### src/rtl/divider_seq.sv
// ---------------------------------------------------------------------------
// divider_seq : sequential unsigned 32-bit restoring divider.
//
// A division is requested with a one-cycle start. The block runs 32 radix-2
// restoring steps, MSB first, and then pulses done for one cycle with the
// quotient and remainder registered. A zero divisor skips the iteration and
// completes on the next cycle with an all-ones quotient, remainder = dividend
// and div_by_zero set.
//
// Ports
//   clk          sole clock, rising edge
//   rst          synchronous active-high reset
//   start        division request (accepted in IDLE or DONE only)
//   dividend     unsigned numerator, sampled on acceptance
//   divisor      unsigned denominator, sampled on acceptance
//   busy         high while iterating
//   done         one-cycle completion pulse
//   quotient     registered quotient, held until the next completion
//   remainder    registered remainder, held until the next completion
//   div_by_zero  registered flag: the last completed division had divisor 0
//
// sub32 : the shared 32-bit subtractor, diff = x - y, cout = 1 means no
// borrow (x >= y).
// ---------------------------------------------------------------------------

module sub32 (
  input  logic [31:0] x,
  input  logic [31:0] y,
  output logic [31:0] diff,
  output logic        cout
);

  logic [32:0] sum_s;

  // Two's-complement subtract; the carry out of x + ~y + 1 is the no-borrow flag.
  always_comb begin
    sum_s = {1'b0, x} + {1'b0, ~y} + 33'd1;
    diff  = sum_s[31:0];
    cout  = sum_s[32];
  end

endmodule

module divider_seq #(
  parameter int WIDTH = 32
) (
  input  logic             clk,
  input  logic             rst,
  input  logic             start,
  input  logic [WIDTH-1:0] dividend,
  input  logic [WIDTH-1:0] divisor,
  output logic             busy,
  output logic             done,
  output logic [WIDTH-1:0] quotient,
  output logic [WIDTH-1:0] remainder,
  output logic             div_by_zero
);

  typedef enum logic [1:0] {
    IDLE = 2'd0,
    RUN  = 2'd1,
    DONE = 2'd2
  } state_t;

  state_t state_r;
  state_t state_nx_s;

  logic [WIDTH-1:0] dvd_r;      // dividend, shifted left one bit per step
  logic [WIDTH-1:0] dvs_r;      // latched divisor
  logic [WIDTH-1:0] rem_r;      // partial remainder
  logic [WIDTH-1:0] quo_r;      // quotient bits collected so far
  logic [5:0]       cnt_r;      // completed steps
  logic             busy_r;
  logic             done_r;
  logic [WIDTH-1:0] quotient_r;
  logic [WIDTH-1:0] remainder_r;
  logic             dbz_r;

  logic             accept_s;
  logic             zero_div_s;
  logic             last_s;
  logic [WIDTH-1:0] shifted_s;
  logic [WIDTH-1:0] diff_s;
  logic             cout_s;
  logic             take_s;
  logic [WIDTH-1:0] rem_nx_s;

  // One trial subtraction per step, partial remainder against divisor.
  sub32 u_sub (
    .x    (shifted_s),
    .y    (dvs_r),
    .diff (diff_s),
    .cout (cout_s)
  );

  // Restoring step datapath. When the bit leaving rem_r[31] is 1 the true
  // 33-bit partial remainder is >= 2^32 > divisor, so the step is taken even
  // though the 32-bit subtractor reports a borrow; its diff is still correct
  // modulo 2^32.
  always_comb begin
    shifted_s = {rem_r[WIDTH-2:0], dvd_r[WIDTH-1]};
    take_s    = rem_r[WIDTH-1] | cout_s;
    if (take_s) begin
      rem_nx_s = diff_s;
    end else begin
      rem_nx_s = shifted_s;
    end
  end

  // Next-state logic and control strobes.
  always_comb begin
    state_nx_s = state_r;
    accept_s   = 1'b0;
    zero_div_s = 1'b0;
    last_s     = 1'b0;
    case (state_r)
      IDLE, DONE: begin
        if (start) begin
          accept_s = 1'b1;
          if (divisor == {WIDTH{1'b0}}) begin
            zero_div_s = 1'b1;
            state_nx_s = DONE;
          end else begin
            state_nx_s = RUN;
          end
        end else begin
          state_nx_s = IDLE;
        end
      end
      RUN: begin
        if (cnt_r == 6'd31) begin
          last_s     = 1'b1;
          state_nx_s = DONE;
        end else begin
          state_nx_s = RUN;
        end
      end
      default: begin
        state_nx_s = IDLE;
      end
    endcase
  end

  // State register.
  always_ff @(posedge clk) begin
    if (rst) begin
      state_r <= IDLE;
    end else begin
      state_r <= state_nx_s;
    end
  end

  // Iteration registers: load on acceptance, one step per RUN cycle.
  always_ff @(posedge clk) begin
    if (rst) begin
      dvd_r <= {WIDTH{1'b0}};
      dvs_r <= {WIDTH{1'b0}};
      rem_r <= {WIDTH{1'b0}};
      quo_r <= {WIDTH{1'b0}};
      cnt_r <= 6'd0;
    end else if (accept_s) begin
      dvd_r <= dividend;
      dvs_r <= divisor;
      rem_r <= {WIDTH{1'b0}};
      quo_r <= {WIDTH{1'b0}};
      cnt_r <= 6'd0;
    end else if (state_r == RUN) begin
      dvd_r <= {dvd_r[WIDTH-2:0], 1'b0};
      rem_r <= rem_nx_s;
      quo_r <= {quo_r[WIDTH-2:0], take_s};
      cnt_r <= cnt_r + 6'd1;
    end else begin
      cnt_r <= cnt_r;
    end
  end

  // Result and status registers; results only change on completion.
  always_ff @(posedge clk) begin
    if (rst) begin
      quotient_r  <= {WIDTH{1'b0}};
      remainder_r <= {WIDTH{1'b0}};
      dbz_r       <= 1'b0;
      busy_r      <= 1'b0;
      done_r      <= 1'b0;
    end else begin
      busy_r <= (state_nx_s == RUN);
      done_r <= (state_nx_s == DONE);
      if (zero_div_s) begin
        quotient_r  <= {WIDTH{1'b1}};
        remainder_r <= dividend;
        dbz_r       <= 1'b1;
      end else if (last_s) begin
        quotient_r  <= {quo_r[WIDTH-2:0], take_s};
        remainder_r <= rem_nx_s;
        dbz_r       <= 1'b0;
      end else begin
        quotient_r  <= quotient_r;
      end
    end
  end

  assign busy        = busy_r;
  assign done        = done_r;
  assign quotient    = quotient_r;
  assign remainder   = remainder_r;
  assign div_by_zero = dbz_r;

endmodule

### config.mk
export PLATFORM = sky130hd
export DESIGN_NAME = divider_seq
export DESIGN_NICKNAME = d
export VERILOG_FILES = /design/src/rtl/divider_seq.sv
export SDC_FILE = /design/constraint.sdc
export NUM_CORES = 1
export LEC_CHECK = 0
export BUFFER_PORTS_ARGS = -buffer_cell sky130_fd_sc_hd__buf_2
export CAP_MARGIN = 20
export CELL_PAD_IN_SITES_DETAIL_PLACEMENT = 2
export CELL_PAD_IN_SITES_GLOBAL_PLACEMENT = 2
export CORE_MARGIN = 5
export CORE_UTILIZATION = 30
export DETAILED_ROUTE_END_ITERATION = 8
export PLACE_DENSITY_LB_ADDON = 0.1
export SYNTH_ARGS = -nofsm -noshare
export SYNTH_HDL_FRONTEND = slang
export SYNTH_SLANG_ARGS = --single-unit
### constraint.sdc
create_clock -name clk -period 3 [get_ports clk]
set_clock_uncertainty 0.15 [all_clocks]
set_input_delay 0.45 -clock clk [delete_from_list [all_inputs] [get_ports clk]]
set_output_delay 0.45 -clock clk [all_outputs]
set_load 0.01 [all_outputs]
# == Yosys cells after proc, flatten, opt, wreduce, memory -nomap -nowiden ==
# Index checks and enable logic that the tools add are counted.
# classes
bitwise,2
muxes,20
addsub,3
reduce_logical,6
n_eq_ne,5
# ops
cell,count
32-bit 2-to-1 mux,7
32-bit by 32-bit adder with 33-bit output,1
33-bit by 1-bit adder with 33-bit output (second input constant),1
32-bit logical NOT,1
32-bit NOT,1
1-bit 2-to-1 mux,9
6-bit by 1-bit adder with 6-bit output (second input constant),1
6-bit by 5-bit equality test with 1-bit output (second input constant),1
2-bit 2-to-1 mux,3
2-bit by 1-bit equality test with 1-bit output (second input constant),2
2-bit equality test (second input constant),2
2-bit case mux with 2 select lines,1
2-bit nonzero test,2
2-bit OR reduction,2
2-bit logical NOT,1
1-bit OR,1
# totals
regBits,202
out_inout_bits,67
in_bits,67
wordCells,47

# == Longest topological paths before layout ==
# logic_depth
depth_word,7
mapped_depth,15

# == Cells and area by module ==
# Synthesis repeated with hierarchy kept, for this count alone.
# unflattened
cells_unflattened,1278
area_unflattened_um2,10234.8
# modules_own_cells
module,cells_each,seq_area_each_um2,area_each_um2,instances
divider_seq,976,4043.9,8252.9,1
sub32,302,0.0,1981.9,1

# == Worst setup path before layout ==
# Ideal clock, no wire load.
# synth_timing
kind,register to register
startpoint,reg dvd_r[31]
endpoint,reg remainder_r[13] (netlist: remainder[13])
slack_ns,0.005
path_stages_with_launch,16
required_time_ns,2.722
setup_ns,0.128
arrival_time_ns,2.718
cell_sequence,dfxtp_1 inv_1 ha_1 fa_1 nand2b_1 a21oi_1 o31a_1 a221o_2 a41oi_4 a21oi_2 buf_6 buf_6 mux2i_1 a21oi_1 a21oi_1 nor2_1
# synth_via
elab_chain_len,6
# synth_rtl
item,line,source
start: declaration,68,logic [WIDTH-1:0] dvd_r;
start signal: assignment,156,dvd_r <= {WIDTH{1'b0}};
start signal: assignment,162,dvd_r <= dividend;
start signal: assignment,168,"dvd_r <= {dvd_r[WIDTH-2:0], 1'b0};"
32-bit by 32-bit adder with 33-bit output *,37,"sum_s = {1'b0, x} + {1'b0, ~y} + 33'd1;"
33-bit by 1-bit adder with 33-bit output *,37,
1-bit OR,102,take_s = rem_r[WIDTH-1] | cout_s;
32-bit 2-to-1 mux *,103,if (take_s) begin
32-bit 2-to-1 mux *,192,end else if (last_s) begin
32-bit 2-to-1 mux *,188,if (zero_div_s) begin
end signal: assignment,181,remainder_r <= {WIDTH{1'b0}};
end signal: assignment,190,remainder_r <= dividend;
end signal: assignment,194,remainder_r <= rem_nx_s;
end: declaration,76,logic [WIDTH-1:0] remainder_r;
# Every way passes the cells marked *; elsewhere a longest branch is shown, timed or not. The select of a mux whose other input is x is not followed.
# A chain may end at the register's enable or synchronous reset.

# == Final worst setup path ==
# layout_timing
startpoint,reg dvs_r[0]
endpoint,reg remainder_r[16] (netlist: remainder[16])
# layout_via
elab_chain_len,7
# layout_rtl
item,line,source
start: declaration,69,logic [WIDTH-1:0] dvs_r;
start signal: assignment,157,dvs_r <= {WIDTH{1'b0}};
start signal: assignment,163,dvs_r <= divisor;
32-bit NOT *,37,
32-bit by 32-bit adder with 33-bit output *,37,
33-bit by 1-bit adder with 33-bit output *,37,
1-bit OR,102,
32-bit 2-to-1 mux *,103,
32-bit 2-to-1 mux *,192,
32-bit 2-to-1 mux *,188,
# Marks and branches as above.

==> flow_summary.toml <==
[drt]
wl_met1_um = 19600
met3_wirelength_um = 1690
wire_per_inst_um = 20.6
wl_met2_um = 18200
ant_nets = 0
num_vias = 9979
drt_iter0_markers = 432
routed.top_layer = "met4"
viasPerCell = 5.15
drc = 0
first_pass_iters = 4
routed_wl_um = 39900

[finish]
regArea_um2 = 4060
drive_gt1_frac = 0.307
nNetsFinal = 1578
area_growth_pct = 39.1
final_core_util = 0.420
multiInputGateArea_um2 = 5960
fin_cells = 1938
fin_area_um2 = 13600
n_fill_cell = 3628
diodes = 0

[global_routing]
grt_max_degree = 98
grt_pass1_wl_um = 62000
antenna_found_initial = 0
globalRoute.totalOverflow = 0
grt_pass1_vias = 10874
grt_usage = 0.212

[sta]
clock.fmax_ghz = 0.303
min_period_over_period = 1.10
setup_violations = 45
hold_ws_ns = 0.0229
relSlewSlack = 0.417
final_hold_viol_count = 0
grt_setup_unrepaired = "yes"
finalCriticalPeriod_ns = 3.30
report.final.slew_viol_count = 0
worst_pin_slew_ns = 0.875
worst_slack_ns = -0.300
finalSetupTns_ns = -4.40

[placement]
dp_hpwl_um = 27100
gp_congestion = 0.796
port_buffers = 133
placed_area_um2 = 11600
place_worst_setup_slack_ns = -0.558
dp_cells = 1870

[worst_setup_path]
r2r_start = "dvs_r[0]$_SDFFE_PP0P_"
r2r-end = "remainder[16]$_SDFFE_PP0P_"
critPathRequiredTime_ns = 3.28
cp_data_arrival_time_ns = 3.58
worst_setup_path_end_kind = "flop"
cp-start-kind = "flop"
path_max_fanout = 3
r2r_slack_ns = -0.30
path_class = "flop to flop"
startpoint = "dvs_r[0]$_SDFFE_PP0P_"
reg2reg_depth = 14

[worst_hold_path]
hold_end = "dvs_r[22]$_SDFFE_PP0P_"
min_path_cells = 3
hold_class = "input port to flop"
hold_path_startpoint = "divisor[22]"

[clock_network]
insertion_delay_ns = 0.54
h-tree-depth = 1
clock_path_buffers = 3
root_buffer = "clkbuf_16"
cts.sinks = 202
cts_tree = "done"
clkTransAtPathRegs_ns = 0.06
cts_made_buffers = 25

[run_status]
status = "complete, but fails checks"
violations = "setup timing"

[pwr]
power.leakage_nw = 5.38
power_density_nw_per_um2 = 668
total_power_mw = 9.07
ir_drop_uv = 373

[synth]
avgSynthCellArea_um2 = 7.69
synth_area_leaders = "dfxtp_1 41%, nand2_1 12%, a21oi_1 7.7%"
synth-seq-area-share = 0.415
synth.most_common_cell = "nand2_1"
synthFlopType = "dfxtp_1"
ys_ff_latch = 202
synth_edf_count = 0
synth_area_um2 = 9750
async_flop_share = 0
yosys_warnings = 0
yosysUniqueCellTypes = 67
syn-instance-count = 1268
synthTopCellsByCount = "306 x nand2_1, 202 x dfxtp_1, 150 x a21oi_1"
syn_nets = 1369
synth_top_cell_by_area = "dfxtp_1"
yosysTopAreaCellShare = 0.415

[floorplan]
initial_core_util = 0.302
core-area_um2 = 32300
chipHeight_um = 190
rows = 66
die-area_um2 = 36200
fp.dieW_um = 190
ios = 134

[flow_run]
max_cap_violations = 0
## report_power, final
part           internal [mW]  switching, mW  leakage [nW]
registers               2.78         0.0794          1.65
logic                   1.44           1.63          3.31
clock network           1.87           1.26         0.416
total                   6.09           2.97          5.38
## per-layer routing
| metal | GRT usage | vias up |
|---|---|---|
| li1 | - | 4795 |
| met1 | 0.309 | 4988 |
| met2 | 0.345 | 161 |
| met3 | 0.0249 | 35 |
| met4 | 0.0348 | 0 |
| met5 | 0 | - |
## area by class of cell
cell class | instances | share of cell area
Clock inverter | 15 | 0.0120
Timing Repair Buffer | 274 | 0.146
Multi-Input combinational cell | 927 | 0.439
Inverter | 47 | 0.0130
Sequential cell | 202 | 0.299
Clock buffer | 31 | 0.0500
Tap cell | 442 | 0.0408
## how the worst max path moves through the flow
stage / endpoint / slack, ns / depth (start not counted)
3_3_place_gp: remainder[12]$_SDFFE_PP0P_ / -0.38 / 14
5_1_grt: remainder[16]$_SDFFE_PP0P_ / -0.37 / 15
3_5_place_dp: remainder[12]$_SDFFE_PP0P_ / -0.56 / 14
6_report: remainder[16]$_SDFFE_PP0P_ / -0.30 / 14
4_1_cts: remainder[8]$_SDFFE_PP0P_ / -0.20 / 17
2_1_floorplan: remainder[13]$_SDFFE_PP0P_ / 0.005 / 15
## sequential cells by signal (all words and copies together) (netlist names), 2 cells and up
name       count
cnt_r          6
dvd_r         32
dvs_r         32
quo_r         31
quotient      32
rem_r         32
remainder     32
state_r        2
## kinds of logic after synthesis
kind of cell | Yosys count | share of synthesized area
and+or+nand+nor | 478 | 0.199
AOI/OAI and AO/OA | 365 | 0.238
DFF | 202 | 0.415
buffers and inverters | 139 | 0.0567
adders and majority gates | 34 | 0.0444
xor gates and xnor gates | 29 | 0.0260
muxes | 21 | 0.0216
## worst max-delay path, cell delays in order, from the launching register on
cell and delay [ns]:
dfxtp_4 0.37, ha_4 0.14, fa_2 0.20, nand2b_4 0.14, a21oi_4 0.05, o31a_1 0.31
a221o_2 0.42, buf_6 0.14, a311oi_2 0.27, or2_1 0.19, nand2_1 0.08, xor2_1 0.19
mux2i_1 0.11, buf_4 0.17, o311ai_4 0.26
## timing repair
item | 4_1_cts | 5_1_grt
gates resized for setup | 86 | 91
hold buffers | 1 | 0
setup buffers | 12 | 13
pin swaps | 40 | 53
hold endpoints to repair | 1 | 0
endpoints found under the setup margin | 65 | 64
gates cloned | 3 | 0
## cell usage in the layout (no fill, tap or decap), types with 31 or more instances in the layout
master,count
o21ai_0,43
a21oi_1,118
inv_1,45
a311oi_1,31
dfxtp_1,195
a31oi_1,34
buf_4,112
buf_2,132
nor2_1,109
nand2_1,295
(Power assumes the default switching activity.)
